<file path="src/rtl/timer_alarm_if.sv">
// Control/status bundle between a timer_alarm and the logic that arms it and services its irq.
// The master drives the timestamp and control pulses; the slave (the timer) returns irq/status.
interface timer_alarm_if #(
  parameter int MISS_W = 8
);
  logic [31:0]       t_in;
  logic [31:0]       delay_i;
  logic              periodic_i;
  logic              start_i;
  logic              stop_i;
  logic              irq_ack_i;
  logic              irq_o;
  logic              busy_o;
  logic [31:0]       deadline_o;
  logic [MISS_W-1:0] miss_o;

  modport master (
    output t_in, delay_i, periodic_i, start_i, stop_i, irq_ack_i,
    input  irq_o, busy_o, deadline_o, miss_o
  );

  modport slave (
    input  t_in, delay_i, periodic_i, start_i, stop_i, irq_ack_i,
    output irq_o, busy_o, deadline_o, miss_o
  );
endinterface

</file>
<file path="src/rtl/timer_alarm.sv">
// One-shot/periodic alarm against a free-running ms timestamp, with pending irq and miss counter.
// irq_o rises one cycle after t_in reaches the deadline; no backpressure, irq held until acked.
module timer_alarm #(
  parameter int MISS_W = 8
) (
  input logic          clk_i,
  input logic          rst_i,
  timer_alarm_if.slave bus
);
  typedef enum logic {IDLE, ARMED} state_t;

  localparam logic [MISS_W-1:0] MISS_MAX = {MISS_W{1'b1}};

  state_t            state_q;
  logic [31:0]       deadline_q;
  logic [31:0]       period_q;
  logic              periodic_q;
  logic              irq_q;
  logic [MISS_W-1:0] miss_q;

  logic [31:0] diff;
  logic        expire;
  logic        start_go;

  // Signed distance to the deadline; wrap-safe while intervals stay below 2^31.
  assign diff     = bus.t_in - deadline_q;
  assign expire   = (state_q == ARMED) && !diff[31];
  assign start_go = bus.start_i && !bus.stop_i;

  always_ff @(posedge clk_i) begin
    if (rst_i) begin
      state_q    <= IDLE;
      deadline_q <= '0;
      period_q   <= '0;
      periodic_q <= 1'b0;
      irq_q      <= 1'b0;
      miss_q     <= '0;
    end else begin
      if (expire) begin
        irq_q <= 1'b1;
      end else if (bus.irq_ack_i) begin
        irq_q <= 1'b0;
      end

      // A coincident ack absorbs the expiry, so it is not counted as missed.
      if (start_go) begin
        miss_q <= '0;
      end else if (expire && irq_q && !bus.irq_ack_i && (miss_q != MISS_MAX)) begin
        miss_q <= miss_q + 1'b1;
      end

      if (bus.stop_i) begin
        state_q <= IDLE;
      end else if (bus.start_i) begin
        state_q    <= ARMED;
        deadline_q <= bus.t_in + bus.delay_i;
        periodic_q <= bus.periodic_i;
        period_q   <= (bus.periodic_i && (bus.delay_i == 32'd0)) ? 32'd1 : bus.delay_i;
      end else if (expire) begin
        if (periodic_q) begin
          deadline_q <= deadline_q + period_q;
        end else begin
          state_q <= IDLE;
        end
      end
    end
  end

  assign bus.irq_o      = irq_q;
  assign bus.busy_o     = (state_q == ARMED);
  assign bus.deadline_o = deadline_q;
  assign bus.miss_o     = miss_q;
endmodule

</file>
<file path="src/flat_wrapper.sv">
// flat-port wrapper written by rule: the top's interface ports become plain ports
module timer_alarm_flat 
#(
  parameter int MISS_W = 8
)
  (clk_i, rst_i, bus_t_in, bus_delay_i, bus_periodic_i, bus_start_i, bus_stop_i, bus_irq_ack_i, bus_irq_o, bus_busy_o, bus_deadline_o, bus_miss_o);
  timer_alarm_if #(.MISS_W(MISS_W)) bus_i ();
  input logic clk_i;
  input logic rst_i;
  input wire logic [$bits(bus_i.t_in)-1:0] bus_t_in;
  input wire logic [$bits(bus_i.delay_i)-1:0] bus_delay_i;
  input wire logic [$bits(bus_i.periodic_i)-1:0] bus_periodic_i;
  input wire logic [$bits(bus_i.start_i)-1:0] bus_start_i;
  input wire logic [$bits(bus_i.stop_i)-1:0] bus_stop_i;
  input wire logic [$bits(bus_i.irq_ack_i)-1:0] bus_irq_ack_i;
  output wire logic [$bits(bus_i.irq_o)-1:0] bus_irq_o;
  output wire logic [$bits(bus_i.busy_o)-1:0] bus_busy_o;
  output wire logic [$bits(bus_i.deadline_o)-1:0] bus_deadline_o;
  output wire logic [$bits(bus_i.miss_o)-1:0] bus_miss_o;
  assign bus_i.t_in = bus_t_in;
  assign bus_i.delay_i = bus_delay_i;
  assign bus_i.periodic_i = bus_periodic_i;
  assign bus_i.start_i = bus_start_i;
  assign bus_i.stop_i = bus_stop_i;
  assign bus_i.irq_ack_i = bus_irq_ack_i;
  assign bus_irq_o = bus_i.irq_o;
  assign bus_busy_o = bus_i.busy_o;
  assign bus_deadline_o = bus_i.deadline_o;
  assign bus_miss_o = bus_i.miss_o;
  timer_alarm #(.MISS_W(MISS_W)) u_core (.clk_i(clk_i), .rst_i(rst_i), .bus(bus_i));
endmodule
</file>
<file path="config.mk">
export PLATFORM = sky130hd
export DESIGN_NAME = timer_alarm_flat
export DESIGN_NICKNAME = d
export VERILOG_FILES = /design/src/rtl/timer_alarm_if.sv /design/src/rtl/timer_alarm.sv /design/src/flat_wrapper.sv
export SDC_FILE = /design/constraint.sdc
export NUM_CORES = 1
export LEC_CHECK = 0
export CORE_ASPECT_RATIO = 1.2
export CORE_UTILIZATION = 60
export CTS_BUF_LIST = sky130_fd_sc_hd__clkbuf_2
export DETAILED_ROUTE_END_ITERATION = 10
export DONT_BUFFER_PORTS = 1
export GPL_ROUTABILITY_DRIVEN = 0
export HOLD_SLACK_MARGIN = 0.06
export PLACE_DENSITY = 0.78
export SLEW_MARGIN = 0
export SYNTH_ARGS = -nofsm -noshare
export SYNTH_HDL_FRONTEND = slang
export SYNTH_SLANG_ARGS = --single-unit
</file>
<file path="constraint.sdc">
create_clock -name clk_i -period 5.2 [get_ports clk_i]
set_input_delay 1.04 -clock clk_i [delete_from_list [all_inputs] [get_ports clk_i]]
set_output_delay 1.04 -clock clk_i [all_outputs]
set_load 0.02 [all_outputs]
</file>
**Word level (Yosys, flattened, before mapping)**

Cells that the tools add are included.

- Bitwise operators: 1
- Reduce and logical (&&, ||, !) cells: 18
- $add $sub $neg: 4
- Muxes and demuxes: 9
- Eq/ne operators: 2

Operators with widths:

| cell | count |
|---|---|
| $mux W32 | 4 |
| $add A32 B32 Y32 | 2 |
| $logic_not A32 Y1 | 1 |
| $sub A32 B32 Y32 | 1 |
| $add A8 B1 Y8 const B | 1 |
| $ne A8 B8 Y1 const B | 1 |
| $logic_and A1 B1 Y1 | 6 |
| $reduce_bool A2 Y1 | 3 |
| $mux W1 | 5 |
| $reduce_and A2 Y1 | 2 |
| $reduce_or A2 Y1 | 2 |
| $logic_not A1 Y1 | 3 |
| $reduce_and A3 Y1 | 1 |
| $ne A2 B2 Y1 const B | 1 |
| $not A1 Y1 | 1 |

- Bits in registers: 75
- Logic and storage cells: 40
- Input bits: 70
- Output and inout bits: 42

**Longest topological paths before layout**

- Word-level depth: 6
- Depth in mapped cells: 12
- Mapped depth without buffers: 12

**Least setup slack after synthesis**

OpenSTA, ideal clock, no wires.

- Kind: in2reg
- Start point: in bus_delay_i[0]
- End point: reg u_core.deadline_q[28] (netlist: u_core.bus.deadline_o[28])
- Cell stages on the path: 12
- Arrival: 3.447 ns
- Slack: 1.662 ns
- Required time: 5.109 ns
- Setup time: 0.091 ns
- Buffers on the path: 0
- Cell sequence: ha_1 -> inv_1 -> fa_1 -> nand2b_1 -> a21oi_1 -> o221a_2 -> o41ai_4 -> o21a_2 -> or3_1 -> a41oi_1 -> o2111ai_1 -> a311oi_1

- Cells in the longest elaborated chain, start to end: 2

RTL lines:

| what | RTL line | RTL |
|---|---|---|
| from (decl) | flat_wrapper.sv:11 | `input wire logic [$bits(bus_i.delay_i)-1:0] bus_delay_i;` |
| $add A32 B32 Y32 | timer_alarm.sv:56 | `deadline_q <= bus.t_in + bus.delay_i;` |
| $mux W32 | timer_alarm.sv:54 | `end else if (bus.start_i) begin` |
| to (signal assigned) | timer_alarm.sv:56 |  |
| to (signal assigned) | timer_alarm.sv:61 | `deadline_q <= deadline_q + period_q;` |
| to (decl) | timer_alarm.sv:15 | `logic [31:0] deadline_q;` |

Every way passes these cells.
A chain may end at the register's enable or synchronous reset.

**Worst setup path after layout**

- Start point: reg u_core.deadline_q[28] (netlist: u_core.bus.deadline_o[28])
- End point: reg u_core.miss_q[7] (netlist: u_core.bus.miss_o[7])

- Cells in the longest elaborated chain, start to end: 6

RTL lines:

| what | RTL line | RTL |
|---|---|---|
| $sub A32 B32 Y32 | timer_alarm.sv:26 | `assign diff = bus.t_in - deadline_q;` |
| $logic_not A1 Y1 | timer_alarm.sv:27 | `assign expire = (state_q == ARMED) && !diff[31];` |
| $logic_and A1 B1 Y1 | timer_alarm.sv:27 |  |
| $logic_and A1 B1 Y1 (3 in series) | timer_alarm.sv:48 | `end else if (expire && irq_q && !bus.irq_ack_i && (miss_q != MISS_MAX)) begin` |
| to (signal assigned) | timer_alarm.sv:49 | `miss_q <= miss_q + 1'b1;` |
| to (decl) | timer_alarm.sv:19 | `logic [MISS_W-1:0] miss_q;` |

Every way passes these cells.

==> impl_metrics.csv <==
group,metric,value,unit
clock_network,cts_tree,"yes",
synth,yosys.area.top_type_share,0.222,
synth,synth.area.mux_share,0.0135,
timing,finalSetupTns,0,ns
global_routing,grtUsageTotal,0.336,
global_routing,grt_pass1_vias,6491,
placement,place_area,6860,sq um
synth,synth_nets,1018,
die,ios,112,
synth,syn_area,6780,sq um
worst_hold_path,min_path_type,"in2reg",
placement,portBuffers,0,
drt,wl_per_cell,20.1,microns
synth,synth_ff_type,"dfxtp_1",
worst_hold_path,min-delay-start,"rst_i",
drt,drt_iter0_drc,393,
drt,drc,0,
synth,synthXorXnorAreaFrac,0.0633,
setup_path,startpoint_type,"flip-flop",
placement,hpwl,15400,microns
cells_and_area,final_cell_mix,"93 x ha_1, 83 x a21oi_1, 76 x nand2_1",
setup_path,cp.required,5.74,ns
clock_network,clk_pin_slew,0.24,ns
synth,yosysUniqueCellTypes,68,
drt,wl,19600,microns
timing,final.setup_skew,0.0291,ns
clock_network,post_cts_resized,0,
synth,synth_seq_cells,75,
timing,finalSetupViolations,0,
pwr,combPwrFrac,0.319,
die,core,11000,sq um
pwr,peakVddDrop,0.124,mV
clock_network,clock-sinks,75,
die,rows,42,
die,die_h,118,microns
setup_path,critPathKind,"reg2reg",
synth,yosysSeqAreaShare,0.222,
timing,worst_slew_pin_slew,0.918,ns
pwr,pwr_density_cell,221,nW/um^2
synth,synth_cells,853,
pwr,swShare,0.370,
clock_network,clockBufferDepth,2,
pwr,p_clk_frac,0.250,
cells_and_area,fin_cells,976,
clock_network,cts_setup_buffers,0,
timing,period_share,0.710,
worst_hold_path,worstHoldPathCells,1,
die,die_w,99.0,microns
synth,yosys_warnings,0,
placement,dp_cells,960,
setup_path,cp_max_fo,12,
pwr,p_seq_frac,0.430,
timing,max_freq,271,MHz
setup_path,crit_top_cell,"a21o_1",
clock_network,htreeDepth,3,
setup_path,r2r_end,"u_core.bus.miss_o[7]",
outcome,status,"finished clean",
setup_path,cp_slowest_stage_delay,0.61,ns
synth,synth_top_family_by_area,"compound AO/OA/AOI/OAI gates",
setup_path,r2r_start,"u_core.bus.deadline_o[28]",
timing,maxSlewHeadroom,0.387,
synth,synth-compound-area-share,0.314,
clock_network,clockRootBuffer,"clkbuf_2",
cells_and_area,n_fill_cell,1001,
drt,final_antenna_net_count,0,
timing,rsz0062_at_grt,"false",
drt,route.vias.total,6570,
cells_and_area,syn_to_final_growth,3.16,%
synth,yosys.area.top_type,"dfxtp_1",
setup_path,path_cells,"inv_1, ha_1, a21o_1, a21o_1, a221oi_1, o21ai_1, a21o_1, xor2_1, nand3_1, or4_1, a21oi_1",
drt,firstDrtPassIters,5,
setup_path,regToRegSetupSlack,1.51,ns
global_routing,grt_first_pass_wirelength,31200,microns
setup_path,slowest_stage,"dfxtp_1",
pwr,power,1.54,mW
clock_network,cts_inserted_buffers,9,
clock_network,clk_latency,0.58,ns
setup_path,worstPathArrival,4.23,ns
timing,hold_viol,0,
clock_network,ctsHoldBuffers,0,
global_routing,antenna_found_initial,1,
setup_path,r2r_cells,11,
synth,syn_avg_cell_area,7.94,sq um
cells_and_area,layout_commonest_cell,"ha_1",
timing,finalCriticalPeriod,3.69,ns
pwr,power_leakage,2.93,nW
pwr,power.switching,571,uW
global_routing,grt_remaining_overflow,0,
synth,synthTopCellsByArea,"dfxtp_1 22%, ha_1 17%, a21oi_1 6.1%",
die,dieArea,11700,sq um
setup_path,worst_setup_path_end_kind,"flip-flop",
drt,viasPerCell,6.73,
cells_and_area,nets,1004,
cells_and_area,drive_gt1_frac,0.0498,
synth,synth_edf_count,0,
flow_run,drv_cap,0,
cells_and_area,design_area,6990,sq um
synth,synthSimpleGateAreaFrac,0.163,
worst_hold_path,hold_path_end,"u_core.bus.irq_o",
die,floorplan.initialDensity,0.614,
synth,synth_adder_area_share,0.178,
timing,slew_violations,0,
global_routing,grt_max_degree,54,
pwr,p_int,972,uW
synth,async_flop_share,0,
-- worst max path at each step --
stage / start / to / slack [ns]
5_1_grt: u_core.bus.deadline_o[26] / u_core.bus.miss_o[7] / 1.30
3_3_place_gp: bus_t_in[26] / u_core.bus.miss_o[7] / 1.31
2_1_floorplan: bus_delay_i[0] / u_core.bus.deadline_o[28] / 1.66
6_report: u_core.bus.deadline_o[28] / u_core.bus.miss_o[7] / 1.51
4_1_cts: u_core.bus.deadline_o[28] / u_core.bus.miss_o[7] / 1.52
3_5_place_dp: bus_t_in[26] / u_core.bus.miss_o[7] / 1.16
-- registers in the layout, indices dropped and copies added, names as in the netlist --
signal	cells
u_core.bus.deadline_o	32
u_core.bus.miss_o	8
u_core.period_q	32
u_core.bus.busy_o	1
u_core.bus.irq_o	1
u_core.periodic_q	1
-- stage by stage --
stage          worst slack [ns]   util  hold slack (ns)
2_1_floorplan              1.66      -            0.444
3_3_place_gp               1.31  0.622            0.450
3_5_place_dp               1.16  0.622            0.465
4_1_cts                    1.52  0.633            0.471
5_1_grt                    1.30  0.633            0.470
6_report                   1.51  0.633            0.484
-- worst max-delay path, delay by kind of cell (launching register included) --
kind,cells,cell delay [ns]
buffers and inverters,1,0.09
AOI/OAI and AO/OA,6,1.34
xor gates and xnor gates,1,0.32
DFF,1,0.61
adders and majority gates,1,0.33
and+or+nand+nor,2,0.96
-- power groups by stage --
stage / clock [mW] / sequential, mW / combinational [mW]
after floorplan: 0 / 0.663 / 0.395
after global placement: 0 / 0.674 / 0.467
after detailed placement: 0 / 0.675 / 0.482
after CTS: 0.386 / 0.663 / 0.485
after global routing: 0.409 / 0.668 / 0.545
final: 0.386 / 0.664 / 0.493
-- cells by family after synthesis --
| group | Yosys count |
|---|---|
| AOI/OAI and AO/OA | 306 |
| xor gates and xnor gates | 49 |
| adders and majority gates | 95 |
| buffers and inverters | 83 |
| DFF | 75 |
| muxes | 9 |
| and+or+nand+nor | 236 |
-- routing by layer --
layer / share of wire / up-vias / GRT usage / wire (microns)
li1: - / 3168 / - / -
met3: 0.077 / 61 / 0.0633 / 1510
met2: 0.48 / 291 / 0.570 / 9420
met4: 0.038 / 0 / 0.184 / 753
met5: 0 / - / 0 / 0
met1: 0.40 / 3050 / 0.395 / 7910
-- Yosys cell counts (12+ instances only) --
master / number
a211oi_1: 36
a21o_1: 23
a21oi_1: 83
a22o_1: 30
clkbuf_1: 22
dfxtp_1: 75
ha_1: 93
inv_1: 54
nand2_1: 76
nand3_1: 18
nand4_1: 12
nor2_1: 65
nor3_1: 16
o21ai_0: 35
xnor2_1: 31
xor2_1: 18
-- cell type report --
cell class                 instances  area (sq um)  area share
clock buffer                      10          50.0     0.00716
antenna                            1          2.50    0.000358
tap                              132           165      0.0236
multi-input combinational        695          4960       0.710
inverter                          54           203      0.0290
sequential                        75          1500       0.215
clock inverter                     5          77.6      0.0111
timing repair buffer               4          30.0     0.00430
Note: power is estimated with default switching activity, not from simulation.
